**config.mk**
```make
export PLATFORM = sky130hd
export DESIGN_NAME = seq_detector
export DESIGN_NICKNAME = d
export VERILOG_FILES = /design/src/rtl/seq_det_pkg.sv /design/src/rtl/seq_det_next.sv /design/src/rtl/seq_detector.sv
export SDC_FILE = /design/constraint.sdc
export NUM_CORES = 1
export LEC_CHECK = 0
export CELL_PAD_IN_SITES_DETAIL_PLACEMENT = 1
export CELL_PAD_IN_SITES_GLOBAL_PLACEMENT = 1
export CORE_AREA = 2 2 39 41
export DETAILED_ROUTE_END_ITERATION = 10
export DIE_AREA = 0 0 41 43
export PLACE_DENSITY = 0.3
export SYNTH_ARGS = -nofsm -noshare
export SYNTH_HDL_FRONTEND = slang
export SYNTH_SLANG_ARGS = --single-unit
```
**constraint.sdc**
```tcl
create_clock -name clk -period 1.93 [get_ports clk]
set_input_delay 0.386 -clock clk [delete_from_list [all_inputs] [get_ports clk]]
set_output_delay 0.386 -clock clk [all_outputs]
set_load 0.02 [all_outputs]
```
**src/rtl/seq_det_pkg.sv**
```systemverilog
// Shared constants and helpers for the overlapping serial pattern detector.
package seq_det_pkg;

    localparam int DEF_PAT_LEN = 4;
    localparam logic [DEF_PAT_LEN-1:0] DEF_PATTERN = 4'b1101;

    // Enough bits to encode states 0..pat_len.
    function automatic int state_w(input int pat_len);
        return $clog2(pat_len + 1);
    endfunction

endpackage

```
**src/rtl/seq_det_next.sv**
```systemverilog
// Combinational next-state lookup for the pattern detector; zero latency.
// The table is computed at elaboration from PATTERN, so synthesis sees only a constant ROM.
module seq_det_next
    import seq_det_pkg::*;
#(
    parameter int                 PAT_LEN = DEF_PAT_LEN,
    parameter logic [PAT_LEN-1:0] PATTERN = DEF_PATTERN,
    parameter int                 SW      = state_w(PAT_LEN)
) (
    input  logic [SW-1:0] state,
    input  logic          x,
    output logic [SW-1:0] next_state
);

    localparam int NS = 2 ** SW;

    // Entry (k, b): longest pattern prefix that is a suffix of (first k pattern bits, b).
    // Encodings above PAT_LEN stay zero so stray states fall back to S0.
    function automatic logic [NS*2*SW-1:0] build_table();
        logic [NS*2*SW-1:0] t;
        int                 best;
        int                 j;
        bit                 ok;
        logic               s_bit;
        t = '0;
        for (int k = 0; k <= PAT_LEN; k++) begin
            for (int b = 0; b < 2; b++) begin
                best = 0;
                for (int l = 1; l <= PAT_LEN && l <= k + 1; l++) begin
                    ok = 1'b1;
                    for (int i = 0; i < l; i++) begin
                        j = k + 1 - l + i;
                        if (j == k) s_bit = b[0];
                        else        s_bit = PATTERN[PAT_LEN-1-j];
                        if (PATTERN[PAT_LEN-1-i] != s_bit) ok = 1'b0;
                    end
                    if (ok) best = l;
                end
                t[(k*2+b)*SW +: SW] = SW'(best);
            end
        end
        return t;
    endfunction

    localparam logic [NS*2*SW-1:0] NEXT_TBL = build_table();

    logic [SW:0] idx;

    always_comb begin
        idx        = {state, x};
        next_state = NEXT_TBL[int'(idx)*SW +: SW];
    end

endmodule

```
**src/rtl/seq_detector.sv**
```systemverilog
// Overlapping Moore pattern detector: z pulses one cycle after the edge sampling the last bit.
// State and z are both flops; there is no combinational path from x to z.
module seq_detector
    import seq_det_pkg::*;
#(
    parameter int                 PAT_LEN = DEF_PAT_LEN,
    parameter logic [PAT_LEN-1:0] PATTERN = DEF_PATTERN
) (
    input  logic x,
    input  logic clk,
    input  logic reset,
    output logic z
);

    localparam int SW = state_w(PAT_LEN);

    if (PAT_LEN < 2 || PAT_LEN > 16) begin : g_bad_len
        $error("seq_detector: PAT_LEN must be within 2..16");
    end

    logic [SW-1:0] state;
    logic [SW-1:0] next_state;

    seq_det_next #(
        .PAT_LEN (PAT_LEN),
        .PATTERN (PATTERN),
        .SW      (SW)
    ) u_next (
        .state      (state),
        .x          (x),
        .next_state (next_state)
    );

    // z is registered from the same next-state value, so it always equals (state == PAT_LEN).
    always_ff @(posedge clk) begin
        if (!reset) begin
            state <= '0;
            z     <= 1'b0;
        end else begin
            state <= next_state;
            z     <= (next_state == SW'(PAT_LEN));
        end
    end

endmodule

```
Word level (Yosys, flattened, before mapping)
Index checks and enable logic that the tools add are counted.
W data, S select, Z words.

word-level totals
  register bits after elaboration = 4

operators by class
  multipliers = 1
  equality and inequality tests = 1
  shift-type cells = 1

operator list
  cell                        number
  $shiftx A48 B32 Y3 const A  1
  $mul A4 B2 Y6 const B       1
  $eq A3 B3 Y1 const B        1

Logic depth before layout (Yosys ltp)
  depth in word-level cells = 3
  mapped depth = 2
  gate-level depth less buffers = 2

Hierarchy
Synthesis repeated with hierarchy kept, for this count alone.

unflattened totals
  cells, all modules = 15
  area total of the unflattened synthesis = 166.4 µm²

by module, submodules not included
  module        instances  cells each  area an instance (µm²)  sequential area each (µm²)
  seq_detector  1          8           112.6                   80.1
  seq_det_next  1          7           53.8                    0.0

Worst setup path after synthesis
No wires, ideal clock.

  kind = in2reg
  from = input reset
  to = register state[1]
  library setup time = 0.117 ns
  data arrival time = 0.722 ns
  slack = 1.091 ns
  cell stages on the path = 2
  path buffers = 0
  cells stage by stage = and3b_1 > a32o_1

RTL lines
  element               RTL line            text
  start, declared       seq_detector.sv:11  input logic reset,
  end signal, assigned  seq_detector.sv:40  state <= next_state;
  end, declared         seq_detector.sv:21  logic [SW-1:0] state;

Worst setup path in the final report
  from = register z
  to = output z

RTL lines
  element                 RTL line            text
  start, declared         seq_detector.sv:12  output logic z
  start signal, assigned  seq_detector.sv:41  z <= (next_state == SW'(PAT_LEN));

No word-level cell between the ends.

==> out/qor.log <==
INFO  clocking       post_cts.resized_instances=0
INFO  run_status     run_status=finished, final reports clean
INFO  place          gp_congestion=0.587
INFO  worst_setup_path start_kind=register
INFO  synth          synth_top_area_share=55.7%
INFO  floorplanning  dieWidth=41µm
INFO  synth          synth_xor_area_share=12.2%
INFO  synth          synth_async_sr_flop_share=0%
INFO  worst_setup_path critical_path.max_fanout=1
INFO  synth          synth_area=144µm²
INFO  synth          cell_variety_after_synth=9
INFO  sta            report.final.slew_viol_count=0
INFO  finish         post_route_cells_drive_above_1_share=15.0%
INFO  pwr            internal_power=0.166mW
INFO  clocking       hold_buffers=0
INFO  synth          synth-warning-count=0
INFO  finish         finish.utilization=15.6%
INFO  sta            timing.slew.headroom=86.0%
INFO  synth          synth_most_common_cell=sky130_fd_sc_hd__dfxtp_1
INFO  synth          synthMuxAreaShare=0%
INFO  sta            final_period_minus_worst_setup_slack=1500ps
INFO  clocking       clk_path_buf_depth=2
INFO  worst_setup_path worst_setup_path_end_kind=primary output
INFO  worst_setup_path cp_cell_sequence=clkdlybuf4s50_1
INFO  pwr            power_frac_seq=43.2%
INFO  floorplanning  initial_core_util=10.4%
INFO  routing        post_drt_via_cell_ratio=3.31
INFO  global_route   vias_in_the_first_global_route=142
INFO  pwr            power_share_of_the_clock_group=49.6%
INFO  synth          avgSynthCellArea=10.3µm²
INFO  sta            totalNegativeSetupSlack=0ps
INFO  worst_setup_path worst-endpoint-arrival=1110ps
INFO  synth          synth_edf_count=0
INFO  pwr            netSwitchingFraction=21.1%
INFO  global_route   global_route_wire_length_before_repair=489µm
INFO  flow_run       timing.max_cap.violations=0
INFO  routing        postRouteAntennaNets=0
INFO  global_route   grt_use_total=4.52%
INFO  worst_setup_path cpLargestDelayFamily=buffers and inverters
INFO  hold_path      hp-class=register to register
INFO  synth          synth_top_family_by_area=simple AND/OR/NAND/NOR gates
INFO  finish         fillers=171
INFO  worst_setup_path path_class=register to primary output
INFO  pwr            power_switching=0.0442mW
INFO  clocking       cts_max_level=1
INFO  routing        detailroute.via_count=119
INFO  finish         antenna_cells=0
INFO  worst_setup_path critPathRequiredTime=1540ps
INFO  synth          synth.top_cells.by_count=sky130_fd_sc_hd__dfxtp_1, sky130_fd_sc_hd__nor2_1
INFO  synth          synth_top_cell_by_area=sky130_fd_sc_hd__dfxtp_1
INFO  worst_setup_path crit_path_max_incr_delay=590ps
INFO  finish         area_delta_synth_final=50.4%
INFO  sta            finalSetupViolations=0
INFO  routing        drc_errors=0
INFO  finish         finish.net_count=25
INFO  clocking       clock_latency=230ps
INFO  synth          yosys.area_share.adder=0%
INFO  routing        number_of_drc_violations_after_detailed_routing_iteration_0=1
INFO  synth          synth_ff_type=sky130_fd_sc_hd__dfxtp_1
INFO  synth          synth.area.top_cells=sky130_fd_sc_hd__dfxtp_1, sky130_fd_sc_hd__nor2_1, sky130_fd_sc_hd__a32o_1, sky130_fd_sc_hd__and3b_1, sky130_fd_sc_hd__xnor2_1
INFO  routing        drt_pass1_iterations=2
INFO  synth          yosys.area_share.simple=25.2%
INFO  global_route   grt_antenna_before_repair=0
INFO  clocking       cts_num_sinks=4
INFO  pwr            leakage_dissipation=0.0852nW
INFO  sta            hold_viol=0
INFO  finish         regArea=80.1µm²
INFO  pwr            ir_worst_vdd=0.241mV
INFO  clocking       numCtsBuffers=3
INFO  clocking       cts.root.buffer_cell=sky130_fd_sc_hd__clkbuf_4
INFO  floorplanning  die-area=0.00176mm²
INFO  synth          yosysSeqAreaShare=55.7%
INFO  floorplanning  boundaryPins=4
INFO  pwr            power_frac_comb=7.3%
INFO  sta            max_slew.worst_pin.slew=209ps
INFO  synth          synthCells=14
INFO  clocking       cts.clk_slew.worst_paths=40ps
INFO  place          io_buffer_count=3
INFO  worst_setup_path critPathSlowestCell=sky130_fd_sc_hd__clkdlybuf4s50_1
INFO  floorplanning  fp.coreArea=0.00138mm²
INFO  global_route   grt_remaining_overflow=0
INFO  sta            final.setup_skew=2.46ps
INFO  routing        detail_route.wirelength=306µm
INFO  floorplanning  num_rows=14
INFO  synth          synth-compound-area-share=6.96%
INFO  synth          ys_seq_elements=4
INFO  global_route   grt_max_degree=5
INFO  routing        route.detailed.wl_per_inst=8.50µm
INFO  clocking       cts.repair_timing.setup_buffer_count=0
INFO  synth          syn_nets=17
INFO  worst_setup_path cp_num_buf_inv=1
INFO  sta            finalCritPeriodShare=77.7%
INFO  sta            max_clock_freq=0.666GHz
INFO  floorplanning  die_h=43µm
INFO  pwr            p_per_area=969mW/mm²
INFO  finish         area_occupied_by_multi_input_gates=63.8µm²
INFO  clocking       cts_tree=yes
INFO  sta            rsz_0062_raised_after_global_routing=false
==> metal layers <==
metal	track usage, %	share of wire [%]	vias up
li1	-	-	60
met5	0	0	-
met4	6.00	0	0
met2	6.25	56	1
met1	4.19	41	58
met3	1.57	3.6	0
==> per-stage QoR <==
stage | hold slack [ps] | power, mW | area (µm²) | instances | worst slack [ps]
2_1_floorplan | 463 | 0.0994 | 144 | 14 | 1090
3_3_place_gp | 495 | 0.107 | 194 | 33 | 585
3_5_place_dp | 492 | 0.107 | 194 | 33 | 567
4_1_cts | 512 | 0.217 | 216 | 36 | 411
5_1_grt | 531 | 0.222 | 216 | 36 | 387
6_report | 512 | 0.210 | 216 | 36 | 430
==> kinds of logic after synthesis <==
logic type                after synthesis
xor gates and xnor gates                2
AOI/OAI and AO/OA                       1
DFF                                     4
and+or+nand+nor                         7
==> power groups by stage <==
| stage | combinational, mW | sequential [mW] | clock (mW) |
|---|---|---|---|
| after floorplan | 0.00832 | 0.0911 | 0 |
| after detailed placement | 0.0153 | 0.0917 | 0 |
| final | 0.0152 | 0.0906 | 0.104 |
| after global placement | 0.0149 | 0.0919 | 0 |
| after global routing | 0.0168 | 0.0911 | 0.114 |
| after CTS | 0.0156 | 0.0905 | 0.111 |
==> path summary, 6_finish.rpt <==
kind / start / slack [ps] / cells past startpoint / endpoint
setup / recovery: z / 430 / 1 / z
hold / removal: state[0] / 510 / 1 / state[0]
setup reg to reg: state[1] / 1060 / 2 / state[1]
hold reg to reg: state[0] / 510 / 1 / state[0]
==> registers in the layout, indices dropped and copies added (netlist names) <==
name,flops
z,1
state,3
==> area by class of cell <==
type,count,share of cell area [%]
Clock buffer,3,10.4
Timing Repair Buffer,3,13.9
Sequential cell,4,37.0
Multi-Input combinational cell,10,29.5
Tap cell,16,9.25
==> placed cells by master, fill, tap and decap left out <==
cell type and n:
sky130_fd_sc_hd__nor3_1 1, sky130_fd_sc_hd__clkbuf_4 3, sky130_fd_sc_hd__nand3_1 1, sky130_fd_sc_hd__clkdlybuf4s50_1 3, sky130_fd_sc_hd__nor2_1 3, sky130_fd_sc_hd__xnor2_1 1
sky130_fd_sc_hd__xor2_1 1, sky130_fd_sc_hd__a32o_1 1, sky130_fd_sc_hd__dfxtp_1 4, sky130_fd_sc_hd__nand2b_1 1, sky130_fd_sc_hd__and3b_1 1
No activity file was read; power rests on OpenSTA's default activity.
